[config.mk]
export PLATFORM = sky130hd
export DESIGN_NAME = addsub_multibyte_seq
export DESIGN_NICKNAME = d
export VERILOG_FILES = /design/src/rtl/addsub_pkg.sv /design/src/rtl/addsub_byte_slice.sv /design/src/rtl/addsub_multibyte_seq.sv
export SDC_FILE = /design/constraint.sdc
export NUM_CORES = 1
export LEC_CHECK = 0
export CORE_MARGIN = 2
export CORE_UTILIZATION = 40
export CTS_CLUSTER_DIAMETER = 80
export DETAILED_ROUTE_END_ITERATION = 8
export PLACE_DENSITY = 0.65
export SYNTH_ARGS = -nofsm -noshare
export SYNTH_HDL_FRONTEND = slang
export SYNTH_SLANG_ARGS = --single-unit
export TNS_END_PERCENT = 5
[constraint.sdc]
create_clock -name clk -period 5.2 [get_ports clk]
set_clock_uncertainty 0.2 [all_clocks]
set_input_delay 1.04 -clock clk [delete_from_list [all_inputs] [get_ports clk]]
set_output_delay 1.04 -clock clk [all_outputs]
set_load 0.01 [all_outputs]
[src/rtl/addsub_pkg.sv]
// -----------------------------------------------------------------------------
// addsub_pkg
// Shared definitions for the multi-byte sequential add/subtract controller:
//   - BYTE_W      : width of the single adder slice that is reused every cycle
//   - MIN_NBYTES  : smallest legal operand size in bytes
//   - state_t     : controller state encoding
//   - nbytes_ok() : elaboration-time legality check for the NBYTES parameter
// -----------------------------------------------------------------------------
package addsub_pkg;

    localparam int BYTE_W     = 8;
    localparam int MIN_NBYTES = 2;

    typedef enum logic [1:0] {
        IDLE = 2'd0,
        RUN  = 2'd1,
        DONE = 2'd2
    } state_t;

    // True when the requested slice count is at least the supported minimum.
    function automatic bit nbytes_ok(input int n);
        return (n >= MIN_NBYTES);
    endfunction

endpackage

[src/rtl/addsub_byte_slice.sv]
// -----------------------------------------------------------------------------
// addsub_byte_slice
// Purely combinational 8-bit add/subtract slice. For subtraction the B byte is
// inverted here; the +1 of the two's-complement negate is supplied by the
// caller through cin on the least significant byte.
// Ports:
//   a    [7:0] in  : A byte
//   b    [7:0] in  : raw B byte (inverted internally when sub = 1)
//   sub        in  : 1 = subtract, 0 = add
//   cin        in  : carry into bit 0
//   sum  [7:0] out : sum byte
//   cout       out : carry out of bit 7
//   c7         out : carry into bit 7 (used for signed overflow detection)
// -----------------------------------------------------------------------------
module addsub_byte_slice
    import addsub_pkg::*;
(
    input  logic [BYTE_W-1:0] a,
    input  logic [BYTE_W-1:0] b,
    input  logic              sub,
    input  logic              cin,
    output logic [BYTE_W-1:0] sum,
    output logic              cout,
    output logic              c7
);

    logic [BYTE_W-1:0] w_b_eff;
    logic [BYTE_W-1:0] w_low;

    assign w_b_eff = sub ? ~b : b;

    // Add the low seven bits separately so the carry into bit 7 is exposed.
    assign w_low = {1'b0, a[BYTE_W-2:0]} + {1'b0, w_b_eff[BYTE_W-2:0]}
                 + {{(BYTE_W-1){1'b0}}, cin};

    assign c7   = w_low[BYTE_W-1];
    assign sum  = {a[BYTE_W-1] ^ w_b_eff[BYTE_W-1] ^ w_low[BYTE_W-1], w_low[BYTE_W-2:0]};
    assign cout = (a[BYTE_W-1] & w_b_eff[BYTE_W-1])
                | (w_low[BYTE_W-1] & (a[BYTE_W-1] ^ w_b_eff[BYTE_W-1]));

endmodule

[src/rtl/addsub_multibyte_seq.sv]
// -----------------------------------------------------------------------------
// addsub_multibyte_seq
// Sequential W-bit add/subtract built from one 8-bit slice, processed least
// significant byte first with the carry chained through a register.
// Operands are latched on acceptance; the result is held until the consumer
// takes it and then retained until the next operation overwrites it.
// Ports:
//   clk, rst            : clock, asynchronous active-high reset
//   in_valid / in_ready : operand handshake (ready only in IDLE)
//   op_a, op_b, sub     : operands and operation select (1 = A-B)
//   out_valid/out_ready : result handshake (valid only in DONE)
//   result              : A +/- B modulo 2^W
//   carry_out           : raw carry out of the MSB (sub: 1 = no borrow)
//   overflow            : signed two's-complement overflow
//   busy                : controller is not IDLE
// -----------------------------------------------------------------------------
module addsub_multibyte_seq
    import addsub_pkg::*;
#(
    parameter  int NBYTES = 4,
    localparam int W      = BYTE_W * NBYTES
) (
    input  logic         clk,
    input  logic         rst,
    input  logic         in_valid,
    output logic         in_ready,
    input  logic [W-1:0] op_a,
    input  logic [W-1:0] op_b,
    input  logic         sub,
    output logic         out_valid,
    input  logic         out_ready,
    output logic [W-1:0] result,
    output logic         carry_out,
    output logic         overflow,
    output logic         busy
);

    localparam int IDX_W = $clog2(NBYTES);

    if (!nbytes_ok(NBYTES)) begin : g_nbytes_check
        $error("addsub_multibyte_seq: NBYTES must be at least %0d", MIN_NBYTES);
    end

    state_t             r_state;
    state_t             w_state_next;
    logic [IDX_W-1:0]   r_idx;
    logic               r_carry;
    logic [W-1:0]       r_a;
    logic [W-1:0]       r_b;
    logic               r_sub;
    logic [W-1:0]       r_result;
    logic               r_carry_out;
    logic               r_overflow;

    logic               w_accept;
    logic               w_last;
    logic [BYTE_W-1:0]  w_a_byte;
    logic [BYTE_W-1:0]  w_b_byte;
    logic [BYTE_W-1:0]  w_sum;
    logic               w_cout;
    logic               w_c7;

    assign w_accept = (r_state == IDLE) & in_valid;
    assign w_last   = (r_idx == IDX_W'(NBYTES - 1));
    assign w_a_byte = r_a[BYTE_W*r_idx +: BYTE_W];
    assign w_b_byte = r_b[BYTE_W*r_idx +: BYTE_W];

    addsub_byte_slice u_slice (
        .a    (w_a_byte),
        .b    (w_b_byte),
        .sub  (r_sub),
        .cin  (r_carry),
        .sum  (w_sum),
        .cout (w_cout),
        .c7   (w_c7)
    );

    // Controller state register.
    always_ff @(posedge clk or posedge rst) begin
        if (rst) begin
            r_state <= IDLE;
        end else begin
            r_state <= w_state_next;
        end
    end

    // Next-state decode.
    always_comb begin
        w_state_next = r_state;
        case (r_state)
            IDLE: begin
                if (in_valid) begin
                    w_state_next = RUN;
                end else begin
                    w_state_next = IDLE;
                end
            end
            RUN: begin
                if (w_last) begin
                    w_state_next = DONE;
                end else begin
                    w_state_next = RUN;
                end
            end
            DONE: begin
                if (out_ready) begin
                    w_state_next = IDLE;
                end else begin
                    w_state_next = DONE;
                end
            end
            default: begin
                w_state_next = IDLE;
            end
        endcase
    end

    // Operand latch, byte iteration and result/flag capture.
    always_ff @(posedge clk or posedge rst) begin
        if (rst) begin
            r_idx       <= {IDX_W{1'b0}};
            r_carry     <= 1'b0;
            r_a         <= {W{1'b0}};
            r_b         <= {W{1'b0}};
            r_sub       <= 1'b0;
            r_result    <= {W{1'b0}};
            r_carry_out <= 1'b0;
            r_overflow  <= 1'b0;
        end else if (w_accept) begin
            r_a     <= op_a;
            r_b     <= op_b;
            r_sub   <= sub;
            r_idx   <= {IDX_W{1'b0}};
            // Subtract is A + ~B + 1: the +1 enters as the first carry-in.
            r_carry <= sub;
        end else if (r_state == RUN) begin
            r_result[BYTE_W*r_idx +: BYTE_W] <= w_sum;
            r_carry <= w_cout;
            if (w_last) begin
                r_idx       <= {IDX_W{1'b0}};
                r_carry_out <= w_cout;
                r_overflow  <= w_c7 ^ w_cout;
            end else begin
                r_idx <= r_idx + IDX_W'(1);
            end
        end else begin
            r_idx <= r_idx;
        end
    end

    // Handshake/status outputs decode straight from the state register.
    assign in_ready  = (r_state == IDLE);
    assign out_valid = (r_state == DONE);
    assign busy      = (r_state != IDLE);
    assign result    = r_result;
    assign carry_out = r_carry_out;
    assign overflow  = r_overflow;

endmodule

---- Yosys cells after proc, flatten, opt, wreduce, memory -nomap -nowiden ----
Cells that the tools add are included.
word-level totals
  input bits .............................. 69
  output and inout port bits .............. 37
  register bits ........................... 104
cells by class
  shift-type cells ........................ 4
  $add $sub $neg .......................... 4
  eq/ne operators ......................... 3
  reduce and logical (&&, ||, !) cells .... 5
  multiplexer cells ....................... 11
  bitwise operators ....................... 9
operators with widths
  operator                                                count
  indexed part select 32 x 6 -> 8 bit                     2
  negation 5 -> 34 bit                                    1
  variable shift 8 x 34 -> 32 bit (first input constant)  1
  indexed part select 8 x 34 -> 32 bit                    1
  bitwise mux 32 bit                                      1
  2-to-1 mux 2 bit                                        5
  adder 7 x 7 -> 8 bit                                    1
  adder 8 x 1 -> 8 bit                                    1
  2-to-1 mux 8 bit                                        1
  NOT 8 bit                                               1
  one-hot mux 2 bit (3 select lines)                      1
  == test 2 bit (second input constant)                   2
  nonzero test 2 bit                                      2
  bitwise AND 1 bit                                       3
  2-to-1 mux 1 bit                                        3
  AND reduction 3 bit                                     1
  bitwise XOR 1 bit                                       3
  adder 2 x 1 -> 2 bit (second input constant)            1
  == test 2 x 1 -> 1 bit (second input constant)          1
  logical NOT 2 bit                                       1
  AND reduction 2 bit                                     1
  NOT 1 bit                                               1
  bitwise OR 1 bit                                        1

---- Longest topological paths before layout ----
Gate-level depths: netlist of the first run.
  depth in word-level cells ............... 9
  depth in mapped cells ................... 14
  depth with buffers taken out ............ 12

---- Hierarchy ----
Synthesis of the first run repeated with hierarchy kept, for this count alone.
unflattened totals
  cells, all modules ...................... 351
  area total of the unflattened synthesis .. 4,999.8 sq um
by module, submodules not included
  module                times used  area each (sq um)  cells an instance
  addsub_multibyte_seq  1           4,623.2            306
  addsub_byte_slice     1           376.6              45

---- Least setup slack after synthesis of the first run ----
Ideal clock, no wire load.
  path kind ............................... register -> register
  from .................................... register r_idx[0]
  to ...................................... register r_overflow (netlist: overflow)
  setup slack ............................. 1.684 ns
  data arrival time ....................... 3.247 ns
  cell stages (with the launch flop) ...... 13
  period minus slack after synthesis ...... 3.516 ns
  path through ............................ dfrtp_1 > buf_2 > mux4_2 > xnor2_1 > fa_1 > nor2b_1 > nor2_1 > o221ai_1 > a21oi_1 > fa_1 > nor4_1 > a21oi_1 > nand3_1
between the ends
  cells in the longest elaborated chain, start to end .. 8
  elaborated cells between the ends (all ways) .. 13
RTL lines
  item                                 line                         source
  from (decl)                          addsub_multibyte_seq.sv:46   logic [IDX_W-1:0] r_idx;
  from (signal assigned)               addsub_multibyte_seq.sv:121  r_idx <= {IDX_W{1'b0}};
  from (signal assigned)               addsub_multibyte_seq.sv:133  r_idx <= {IDX_W{1'b0}};
  from (signal assigned)               addsub_multibyte_seq.sv:140  r_idx <= {IDX_W{1'b0}};
  indexed part select 32 x 6 -> 8 bit  addsub_multibyte_seq.sv:66   assign w_b_byte = r_b[BYTE_W*r_idx +: BYTE_W];
  NOT 8 bit                            addsub_byte_slice.sv:30      assign w_b_eff = sub ? ~b : b;
  2-to-1 mux 8 bit                     addsub_byte_slice.sv:30
  adder 7 x 7 -> 8 bit                 addsub_byte_slice.sv:33      assign w_low = {1'b0, a[BYTE_W-2:0]} + {1'b0, w_b_eff[BYTE_W-2:0]}
  adder 8 x 1 -> 8 bit                 addsub_byte_slice.sv:34      + {{(BYTE_W-1){1'b0}}, cin};
  bitwise AND 1 bit                    addsub_byte_slice.sv:39      | (w_low[BYTE_W-1] & (a[BYTE_W-1] ^ w_b_eff[BYTE_W-1]));
  bitwise OR 1 bit                     addsub_byte_slice.sv:39
  bitwise XOR 1 bit                    addsub_multibyte_seq.sv:142  r_overflow <= w_c7 ^ w_cout;
  to (signal assigned)                 addsub_multibyte_seq.sv:142
  to (decl)                            addsub_multibyte_seq.sv:53   logic r_overflow;
Several ways; a longest one is shown, not always the timed one.
A chain may end at the register's enable or synchronous reset.

---- Final worst setup path of the first run ----
Ends and elaborated chain as after synthesis.

==> metrics, run 1 <==
overflow left after global routing 0; delay of the slowest cell on the worst path 0.89 ns; Detailed Place HPWL 7.82 mm; endpoint arrival time on the critical path 4.17 ns; Seq pwr share around 29%; port buffer count roughly 110; die footprint 13400 sq um; DR DRC count 0; Antenna Nets Post-Route 0; via total after detailed routing 3141; ordered cell list for the critical path buf_4 > mux4_2 > ha_1 > a21o_1 > a21oi_1 > o221ai_1 > a21oi_1 > fa_1 > nor4_1 > a21oi_1 > nand3_1; combined area of all synthesized cells 5000 sq um; result of the run completed; final worst path period need ~4.1 ns; number of DRC markers in iteration 0 169; clock-pin slew on the worst setup and hold paths roughly 0.07 ns; Critical Path Start Type register; diodes inserted 0; Layout Nets 528; number of hold-slack violations in the final timing report 0; buffer depth of the longest clock path 2; syn_nets 422; CP delay by family, top flip-flops; leakage power 2.80 nW; Design Area, Final 6470 sq um; required time of the worst setup path 5.28 ns; Psw about 2.0 mW; floorplan die width between 100 and 150 microns; latest clock arrival within the worst-skew pair 0.34 ns; Slowest cell on crit path dfrtp_1; wire length of the first global-routing pass around 17 mm; post-cts repair resize count 0; GRT Overall Usage between 15 and 20%; internal power slightly below 3 mW; critical path class register to register; length of the first detailed-routing pass in iterations 4; Placed Instance Area 6180 sq um; Mapped Cells 338; Max transition margin 25.6%; fill cell count 1049; hold buffers post-CTS 0; fraction of power consumed by the clock network 13.4%; final count of negative-setup-slack endpoints 0; Synth cell types 46; vias per cell 5.09; buffer type at the clock tree root clkbuf_16; class of the most critical hold timing path register to register; initial antenna violation count 0; H-tree Lvls 3; final slew viol count 0; number of register bits inferred by synthesis 104; starting density of the core roughly two fifths; average wire per cell in the routed design 17.1 microns; Post-synth EDFFs 0; peak ir drop on the vdd network 0.000427 V; hold_ws 0.288 ns; power density over cell area 758 nW/um^2; MaxCap Viol Count 0; number of buffers and inverters on the critical path 1; final worst path period share 78.7%; setup repair after global routing missed its margin false; most used flip-flop cell after synthesis dfrtp_1; count of pins on the block boundary about 110; clock buffers created by TritonCTS 9; global placement routability congestion 0.890; setup fix buffers added after clock tree synthesis 0; average footprint of a synthesized cell 14.8 sq um; CTS tree done; number of sinks driven by the clock tree ~100; ys async rst share 100%; dominant cell type by count on the critical path a21oi_1; share of the yosys chip area belonging to registers 52.1%; synth warn 0; fraction of final layout cells with drive strength greater than 1 24.1%; wire length after detailed routing 10.5 mm; Combinational Power Share slightly below 60%; Critical Path End Type register; switching share of power 41.2%; vias in the first global route 3350; timing-limited maximum frequency 0.244 GHz; maximum fanout along the worst path 13; Die Y ~120 microns; largest net degree at the start of global routing 78; transition time at the pin with the least slew margin 1.12 ns; Setup Total Neg Slack 0 ns; area of the core 12100 sq um; number of core rows 40; Area growth syn-to-layout 29.5%
-- worst register-to-register path, cell delays in order, from the launching register on --
cell,delay [ns]
dfrtp_1,0.89
buf_4,0.36
mux4_2,0.52
ha_1,0.41
a21o_1,0.14
a21oi_1,0.08
o221ai_1,0.31
a21oi_1,0.14
fa_1,0.46
nor4_1,0.34
a21oi_1,0.08
nand3_1,0.09
-- state kept, by name, summed over array words and instances (netlist names) --
| register | count |
|---|---|
| r_sub | 1 |
| carry_out | 1 |
| result | 32 |
| overflow | 1 |
| r_carry | 1 |
| r_b | 32 |
| r_state | 2 |
| r_idx | 2 |
| r_a | 32 |
-- cells by family (layout without fill, tap and decap cells) --
logic type	Yosys count	in the layout	synth area share [%]
buffers and inverters	24	135	2.88
xor gates and xnor gates	13	13	2.28
AOI/OAI and AO/OA	53	53	7.64
DFF	104	104	52.1
adders and majority gates	15	15	4.21
and+or+nand+nor	47	47	5.11
muxes	82	82	25.8
-- power groups by stage --
stage | clock [mW] | combinational (mW) | sequential, mW
after floorplan | 0 | 2.12 | 1.34
after global placement | 0 | 2.79 | 1.43
after detailed placement | 0 | 2.83 | 1.43
after CTS | 0.670 | 2.84 | 1.42
after global routing | 0.708 | 3.10 | 1.46
final | 0.657 | 2.84 | 1.42
-- metal layers --
metal | GRT usage, % | part of all wire (%) | vias to the layer above | routed length, microns
met5 | 0 | 0 | - | 0
met4 | 6.03 | 1.7 | 0 | 178
met3 | 3.50 | 4.2 | 15 | 444
met2 | 28.0 | 48 | 107 | 5050
met1 | 22.5 | 46 | 1567 | 4880
li1 | - | - | 1452 | -
-- synthesized netlist by cell type, types with 2 or more instances --
cell	n	area share, %
a22o_1	22	3.9
mux2_1	5	1.1
a21o_1	2	0.30
mux2_2	10	2.3
buf_2	4	0.40
nand2b_1	2	0.25
nand2_2	2	0.25
xnor2_1	7	1.2
ha_1	12	3.0
o21ai_2	3	0.53
a21oi_1	8	0.80
nor2_1	7	0.53
buf_6	6	1.4
mux2_4	50	15
nand2_1	18	1.4
inv_1	10	0.75
o21ai_0	6	0.60
o21bai_1	2	0.30
dfrtp_1	104	52
mux4_2	16	7.2
nor3_2	2	0.40
or3_1	2	0.25
xor2_1	6	1.1
fa_1	3	1.2
o21ai_1	6	0.60
nand4_1	3	0.38
-- layout make-up --
cell class	count	area [sq um]	share of cell area (%)
sequential	104	2600	40.2
timing repair buffer	108	1070	16.6
multi-input combinational	210	2250	34.8
inverter	11	43.8	0.676
clock inverter	6	51.3	0.792
tap	168	210	3.25
clock buffer	10	239	3.69
-- per-stage QoR --
step                utilization [%]  instances  setup WS (ns)  total power [mW]
floorplan                         -        338           1.23              3.46
global placement               51.1        601           1.20              4.22
detailed placement             51.1        601           1.14              4.26
CTS                            53.5        617           1.12              4.93
global route                   53.5        617          0.876              5.28
finish                         53.5        617           1.11              4.91
-- path summary, 6_finish.rpt --
| path | startpoint | slack, ns | endpoint | cells past startpoint |
|---|---|---|---|---|
| setup / recovery | r_idx[0] | 1.11 | overflow | 11 |
| hold / removal | result[8] | 0.29 | result[8] | 2 |
| setup reg to reg | r_idx[0] | 1.11 | overflow | 11 |
| hold reg to reg | result[8] | 0.29 | result[8] | 2 |
| max in group asynchronous | rst | 2.79 | r_b[0] | 3 |
| min in group asynchronous | rst | 1.07 | r_b[23] | 2 |
-- cells in the final DEF, fill, tap and decap left out, types with 2 or more instances in the layout --
cell type        Yosys  final
a21o_1               2      2
a21oi_1              8      8
a22o_1              22     22
buf_4                1      3
clkbuf_16            0      9
clkdlybuf4s50_1      0    105
clkinv_4             0      2
dfrtp_1            104    104
fa_1                 3      3
ha_1                12     12
inv_1               10      9
inv_6                0      3
mux2_1               5      5
mux2_2              10     10
mux2_4              50     50
mux4_2              16     16
nand2_1             18     18
nand2_2              2      2
nand2b_1             2      2
nand4_1              3      3
nor2_1               7      7
nor3_2               2      2
o21ai_0              6      6
o21ai_1              6      6
o21ai_2              3      3
o21bai_1             2      2
or3_1                2      2
xnor2_1              7      7
xor2_1               6      6
(Power assumes the default switching activity.)
==> run 2: changes to the inputs <==
Settings changed: PLACE_DENSITY 0.65 to 0.68.
Clock period 5.2 ns to 3.55 ns, I/O delays scaled along.
==> metrics, run 2 (synthesis results as in run 1) <==
number of DRC markers in iteration 0 236 (+40%); area of the core 12100 sq um (unchanged); power density over cell area 1140 nW/um^2 (+51%); vias in the first global route 3386 (+1.1%); origin of the critical flop-to-flop path r_idx[0]; CP delay by family, top adder cells; length of the first detailed-routing pass in iterations 4 (unchanged); routed length on met1 4.97 mm (+1.9%); peak ir drop on the vdd network 0.000753 V (+76%); delay of the slowest cell on the worst path 0.50 ns (-0.39 ns); final slew viol count 0 (unchanged); met2 WL post-DR 5.11 mm (+1.1%); clock buffers created by TritonCTS 9 (unchanged); die footprint 13400 sq um (unchanged); buffer type at the clock tree root clkbuf_16; required time of the worst setup path 3.63 ns (-1.65 ns); number of sinks driven by the clock tree 104 (unchanged); minimum setup slack among reg-to-reg paths 0.19 ns (-0.92 ns); result of the run completed; latest clock arrival within the worst-skew pair 0.34 ns (about the same); met3 layer wire length in the routed design 483 microns (+8.8%); starting density of the core 41.3% (unchanged); final worst path period share 94.5% (+16 points); average wire per cell in the routed design 17.2 microns (+0.69%); number of hold-slack violations in the final timing report 0 (unchanged); Layout Nets 537 (+1.7%); Max transition margin 52.4% (+27 points); maximum fanout along the worst path 6 (-7); GRT Overall Usage 17.2% (+0.21 points); worst-case hold path end point r_a[21]; leakage power 2.87 nW (+2.7%); Setup Total Neg Slack 0 ns (unchanged); port buffer count 105 (unchanged); Critical Path Start Type register; H-tree Lvls 3 (unchanged); via total after detailed routing 3196 (+1.8%); number of buffers and inverters on the critical path 1 (unchanged); clock-pin slew on the worst setup and hold paths 0.07 ns (about the same); transition time at the pin with the least slew margin 0.712 ns (-0.404 ns); Detailed Place HPWL 8.10 mm (+3.5%); leading cell type in the layout, fill and taps excluded clkdlybuf4s50_1; diodes inserted 0 (unchanged); wire length of the first global-routing pass 17.6 mm (+1.4%); pre-CTS setup slack 0.0869 ns (-1.05 ns); utilization of the core after routing 54.7% (+1.3 points); class of the most critical hold timing path register to register; Design Area, Final 6630 sq um (+2.4%); commonest non-fill, non-tap cells in the layout 105 x clkdlybuf4s50_1, 103 x dfrtp_1, 50 x mux2_4; number of core rows 40 (unchanged); Area growth syn-to-layout 32.6%; timing-limited maximum frequency 0.298 GHz (+22%); end of the worst register-to-register path overflow; overflow left after global routing 0 (unchanged); Antenna Nets Post-Route 0 (unchanged); global placement routability congestion 0.819 (-8.0%); final count of negative-setup-slack endpoints 0 (unchanged); MaxCap Viol Count 0 (unchanged); setup repair after global routing missed its margin false; Placed Instance Area 6300 sq um (+1.9%); total stage count of the critical path 12 (+1); highest routed layer met4; Worst Hold Launch r_a[21]; dominant cell type by count on the critical path a21oi_1; buffer depth of the longest clock path 2 (unchanged); vias per cell 5.11 (+0.45%); fill cell count 1034 (-1.4%); post-layout power 7.57 mW (+54%); Critical Path End Type register; critical path class register to register; Slowest cell on crit path mux4_2; final worst path period need 3.36 ns (-0.734 ns); wire length after detailed routing 10.8 mm (+2.0%); CTS tree done; Final WS setup 0.194 ns (-0.916 ns); fraction of final layout cells with drive strength greater than 1 25.8% (+1.8 points); number of cells on the worst hold path 1 (-1); initial antenna violation count 0 (unchanged); floorplan die width 116 microns (unchanged); Die Y 116 microns (unchanged); ordered cell list for the critical path buf_12 > mux4_2 > xor2_1 > ha_1 > a21o_1 > a21oi_1 > o221ai_1 > a21oi_1 > fa_2 > nor4_1 > a21oi_1 > nand3_1; largest net degree at the start of global routing 45 (-42%); count of pins on the block boundary 106 (unchanged); depth of the worst register-to-register path 12 (+1); DR DRC count 0 (unchanged); endpoint arrival time on the critical path 3.43 ns (-0.74 ns)
-- run 2: cell count changes in the layout (fill, tap and decap cells not counted), moves of 2 or more --
cell,before,now
buf_12,0,4
buf_4,3,7
inv_6,3,0
bufinv_16,0,2
-- run 2: report_power, final --
part           internal (mW)  switching [mW]  total (mW)  leakage (nW)
Clock                  0.616           0.424        1.04         0.153
Combinational           2.21            2.26        4.48          1.43
Sequential              1.71           0.350        2.06          1.29
Total                   4.53            3.04        7.57          2.87
-- run 2: area by class of cell --
type / instances / area [sq um] / share of cell area [%]
timing repair buffer: 117 / 1190 / 18.0
tap: 168 / 210 / 3.17
multi-input combinational: 210 / 2260 / 34.1
clock inverter: 5 / 82.6 / 1.25
clock buffer: 10 / 229 / 3.45
sequential: 104 / 2600 / 39.3
inverter: 11 / 45.0 / 0.680
-- run 2: how the worst max path moves through the flow --
stage | from | slack [ns] | end
floorplan | r_idx[0] | 0.03 | overflow
global placement | r_idx[0] | 0.19 | overflow
detailed placement | r_idx[0] | 0.09 | overflow
CTS | r_idx[0] | 0.03 | overflow
global route | r_idx[0] | 0.01 | overflow
finish | r_idx[0] | 0.19 | overflow
-- run 2: metal layers --
layer | vias to the layer above | track usage [%]
met4 | 0 | 5.48
met5 | - | 0
li1 | 1467 | -
met1 | 1610 | 23.3
met2 | 98 | 28.0
met3 | 21 | 3.56
-- run 2: stage by stage --
step / std cells / hold slack [ns]
2_1_floorplan: 338 / 0.252
3_3_place_gp: 610 / 0.264
3_5_place_dp: 610 / 0.272
4_1_cts: 625 / 0.287
5_1_grt: 625 / 0.309
6_report: 625 / 0.288
-- run 2: timing repair --
item / CTS / global route
buffers inserted: 0 / 0
gates resized for setup: 0 / 4
hold buffers: 0 / 0
endpoints found under the setup margin: 0 / 10
==> run 3: changes to the inputs <==
Settings changed: GPL_TIMING_DRIVEN set to 0.
==> metrics, run 3 (synthesis results as in run 1) <==
result of the run completed; Layout Nets 543 (+1.1%); final count of negative-setup-slack endpoints 0 (unchanged); peak ir drop on the vdd network 0.000657 V (-13%); Worst Hold Launch r_a[19]; leakage power 2.88 nW (+0.31%); via total after detailed routing 3164 (-1.0%); sequential standard cell area 2600 sq um (unchanged); class of the most critical hold timing path register to register; initial antenna violation count 0 (unchanged); endpoint arrival time on the critical path 3.41 ns (-0.02 ns); average wire per cell in the routed design 18.0 microns (+4.7%); clock-pin slew on the worst setup and hold paths 0.07 ns (about the same); GRT Overall Usage 17.8% (+0.56 points); vias per cell 5.01 (-1.9%); final worst path period need 3.38 ns (+0.0232 ns); maximum fanout along the worst path 10 (+4); post-layout power 7.61 mW (+0.46%); DR DRC count 0 (unchanged); Max transition margin 56.3% (+3.9 points); H-tree Lvls 3 (unchanged); die footprint 13400 sq um (unchanged); dominant cell type by count on the critical path xnor2_2; latest clock arrival within the worst-skew pair 0.34 ns (about the same); wire length after detailed routing 11.4 mm (+5.7%); Die Y 116 microns (unchanged); MaxCap Viol Count 0 (unchanged); largest net degree at the start of global routing 44 (-2.2%); clock buffers created by TritonCTS 9 (unchanged); diodes inserted 0 (unchanged); transition time at the pin with the least slew margin 0.655 ns (-0.0568 ns); number of sinks driven by the clock tree 104 (unchanged); end of the worst register-to-register path result[22]; setup repair after global routing missed its margin false; Slowest cell on crit path mux4_2; commonest non-fill, non-tap cells in the layout 105 x clkdlybuf4s50_1, 103 x dfrtp_1, 50 x mux2_4; area of the core 12100 sq um (unchanged); origin of the critical flop-to-flop path r_idx[0]; overflow left after global routing 0 (unchanged); final slew viol count 0 (unchanged); worst-case hold path end point r_a[19]; count of pins on the block boundary 106 (unchanged); starting density of the core 41.3% (unchanged); leading cell type in the layout, fill and taps excluded clkdlybuf4s50_1; fraction of final layout cells with drive strength greater than 1 28.5% (+2.7 points); wire length of the first global-routing pass 18.0 mm (+2.5%); global placement routability congestion 0.804 (-1.8%); critical path class register to register; length of the first detailed-routing pass in iterations 4 (unchanged); number of DRC markers in iteration 0 277 (+17%); final worst path period share 95.2% (+0.65 points); delay of the slowest cell on the worst path 0.56 ns (+0.06 ns); depth of the worst register-to-register path 11 (-1); port buffer count 105 (unchanged); utilization of the core after routing 55.1% (+0.39 points); buffer depth of the longest clock path 2 (unchanged); Critical Path Start Type register; Detailed Place HPWL 8.41 mm (+3.9%); number of core rows 40 (unchanged); number of cells on the worst hold path 1 (unchanged); CTS tree done; floorplan die width 116 microns (unchanged); Antenna Nets Post-Route 0 (unchanged); hold buffers post-CTS 0 (unchanged); Setup Total Neg Slack 0 ns (unchanged); timing-limited maximum frequency 0.296 GHz (-0.69%); Area growth syn-to-layout 33.6%; fill cell count 1025 (-0.87%); CP delay by family, top compound AO/OA/AOI/OAI gates; ordered cell list for the critical path buf_8 > mux4_2 > xnor2_2 > fa_2 > inv_1 > fa_1 > a211oi_1 > o21bai_1 > a21oi_2 > xnor2_2 > a22o_1; vias in the first global route 3382 (-0.12%); power density over cell area 1140 nW/um^2 (-0.26%); required time of the worst setup path 3.58 ns (-0.05 ns); number of buffers and inverters on the critical path 2 (+1); Critical Path End Type register; minimum setup slack among reg-to-reg paths 0.17 ns (-0.02 ns); total area of multi-input combinational cells 2310 sq um (+2.2%); number of hold-slack violations in the final timing report 0 (unchanged); buffer type at the clock tree root clkbuf_16
[run 3: worst max-delay path by stage]
| stage | startpoint | endpoint | slack (ns) | depth (start not counted) |
|---|---|---|---|---|
| after global placement | r_idx[0] | overflow | -0.35 | 12 |
| final | r_idx[0] | result[22] | 0.17 | 11 |
| after detailed placement | r_idx[0] | overflow | -0.44 | 12 |
| after floorplan | r_idx[0] | overflow | 0.03 | 12 |
| after CTS | r_idx[0] | overflow | 0.03 | 12 |
| after global routing | r_idx[0] | overflow | 0.01 | 12 |
[run 3: timing repair]
action / 4_1_cts / 5_1_grt
setup buffers: 2 / 1
endpoints found under the setup margin: 15 / 10
pin swaps: 0 / 1
gates resized for setup: 9 / 10
[run 3: cell type report]
class	instances	area share, %
tap	168	3.15
sequential	104	39.0
clock inverter	5	0.506
buffer	13	1.78
clock buffer	10	3.58
inverter	11	0.675
timing repair buffer	110	16.7
multi-input combinational	210	34.6
[run 3: routing by layer]
| layer | wire length (microns) | vias to the layer above | track usage [%] | share of wire (%) |
|---|---|---|---|---|
| li1 | - | 1475 | - | - |
| met2 | 5490 | 74 | 28.7 | 48 |
| met1 | 5380 | 1607 | 25.1 | 47 |
| met3 | 422 | 8 | 3.29 | 3.7 |
| met5 | 0 | - | 0 | 0 |
| met4 | 83 | 0 | 4.29 | 0.73 |
[run 3: where the power goes]
part           internal [mW]  switching (mW)
registers               1.71           0.294
clock network          0.490           0.430
logic                   2.29            2.39
[run 3: stage by stage]
stage / hold WS, ns / setup slack, ns / cells / area, sq um
after floorplan: 0.252 / 0.0338 / 338 / 5000
after global placement: 0.264 / -0.351 / 611 / 6260
after detailed placement: 0.271 / -0.435 / 613 / 6300
after CTS: 0.286 / 0.0309 / 630 / 6620
after global routing: 0.307 / 0.0147 / 631 / 6680
final: 0.282 / 0.170 / 631 / 6680
==> RTL edit: new RTL, config.mk and constraints of run 1 <==
The 3 states of `state_t` get a one-hot encoding in 3 bits.
--- a/src/rtl/addsub_pkg.sv
+++ b/src/rtl/addsub_pkg.sv
@@ -11,10 +11,10 @@
     localparam int BYTE_W     = 8;
     localparam int MIN_NBYTES = 2;
 
-    typedef enum logic [1:0] {
-        IDLE = 2'd0,
-        RUN  = 2'd1,
-        DONE = 2'd2
+    typedef enum logic [2:0] {
+        IDLE = 3'b001,
+        RUN  = 3'b010,
+        DONE = 3'b100
     } state_t;
 
     // True when the requested slice count is at least the supported minimum.
Behaviour: no difference found for any inputs over 10 cycles, from zero or initial values and one cycle with rst high; not proved beyond that.
==> RTL edit against run 1 <==
- sequential cell count is 1 higher
- via count is 4.6% higher
- final area is 2.5% lower
- routed wire length is 2.5% higher
- sequential share of layout area is 1.5 points higher
- critical path type unchanged
- power is 12% lower
- critical path depth stayed put
- critical endpoint unchanged
- synthesized area is 2.8% lower
- setup slack better by 430 ps
- fmax is 12% higher
==> RTL edit: results (changes against run 1) <==
[place]
place_inst = 605  ; +0.67%
place_area_sq_mm = 0.00604  ; -2.3%
place_ws_ps = 1540  ; +402 ps
hpwl_microns = 8080  ; +3.3%
place_congestion = 0.875  ; -1.7%

[route]
highest_layer = met4
met3_length_microns = 526  ; +18%
wl_met2_microns = 5140  ; +1.8%
vias = 3286  ; +4.6%
drt_iter0_drc = 123  ; -27%
wl_met1_microns = 4970  ; +1.9%
wirelength_microns = 10800  ; +2.5%
drtPass1Iterations = 4  ; unchanged

[finish]
fill_cells = 1081  ; +3.1%
drive_gt1_share_pct = 22.8  ; -1.2 points
area_delta_synth_final_pct = 29.9
stdcell_count = 620  ; +0.49%
clock_area_share_pct = 4.28  ; -0.20 points
nNetsFinal = 553  ; +4.7%
n_all_inverters = 12  ; +1
multi_input_gates = 233  ; +11%
regArea_sq_mm = 0.00263  ; +1.0%
bufAreaShareNonClock_pct = 17.0  ; +0.43 points
multi_input_area_share_pct = 33.4  ; -1.4 points

[worst_hold_path]
hp-class = flop to flop
whs_endpoint = result[14]$_DFFE_PP0P_
min_from = result[14]$_DFFE_PP0P_

[global_route]
use_met2_pct = 28.0  ; about the same
use_met1_pct = 24.6  ; +2.1 points
grt_pass1_vias = 3372  ; +0.66%
met3_usage_pct = 3.65  ; +0.15 points
grt_max_degree = 91  ; +17%
grt_usage_pct = 17.7  ; +0.74 points
grt_pass1_wl_microns = 17900  ; +2.9%

[logic_synthesis]
yosysSeqAreaShare_pct = 54.1  ; +2.0 points
yosys-top-cells-count = dfrtp_1 (104), mux2_2 (64), nand2_1 (35)
synth_cell_types = 45  ; -2.2%
syn_inst = 366  ; +8.3%
syn_nets = 450  ; +6.6%
synth.area.top_cells = dfrtp_1 (54%), mux2_2 (15%), mux4_2 (7.4%)

[sta]
fmax_mhz = 273  ; +12%
holdWs_ps = 283  ; -4.28 ps
maxSlewHeadroom_pct = 26.3  ; +0.64 points

[worst_setup_path]
critPathLaunch = r_idx[0]$_DFFE_PP0P_
cpLargestDelayFamily = compound AO/OA/AOI/OAI gates
slowest_stage = mux4_2
slowest_delay_ps = 570  ; -320 ps
r2r_cells = 11  ; unchanged
crit_path_end = overflow$_DFFE_PP0P_
path_max_fanout = 20  ; +7
arrival_ps = 3680  ; -490 ps

[status]
outcome = finished clean

[clock_tree]
cts_sinks = 105  ; +0.96%
htreeDepth = 3  ; unchanged
post_cts_buffers = 0  ; unchanged

[power]
ir_worst_vdd_mv = 0.369  ; -13%
p_leak_nw = 2.60  ; -6.8%

[floorplan]
fp.coreArea_sq_mm = 0.0119  ; -1.7%

==> RTL edit: cell count changes in the layout (fill, tap and decap cells not counted), moves of 5 or more <==
cell,before,now
o21ai_0,6,26
mux2_1,5,0
a21oi_1,8,3
nor2_1,7,12
mux2_4,50,0
nand2_1,18,35
o21ai_1,6,0
a22o_1,22,3
xor2_1,6,1
o31ai_1,0,10
mux2_2,10,64
==> RTL edit: kinds of logic after synthesis <==
logic type	count (synthesis)	share of synthesized area, %
multiplexers	80	22.3
buffers and inverters	28	2.60
flip-flops	105	54.1
XOR/XNOR	9	1.62
AND/OR/NAND/NOR	71	7.24
AO/OA/AOI/OAI	58	7.83
adder cells (fa/ha/maj)	15	4.33
==> RTL edit: where the power goes <==
part	switching (mW)	internal (mW)	leakage, nW
clock network	0.298	0.327	0.126
logic	1.23	1.11	1.17
registers	0.201	1.14	1.31
total	1.73	2.58	2.60
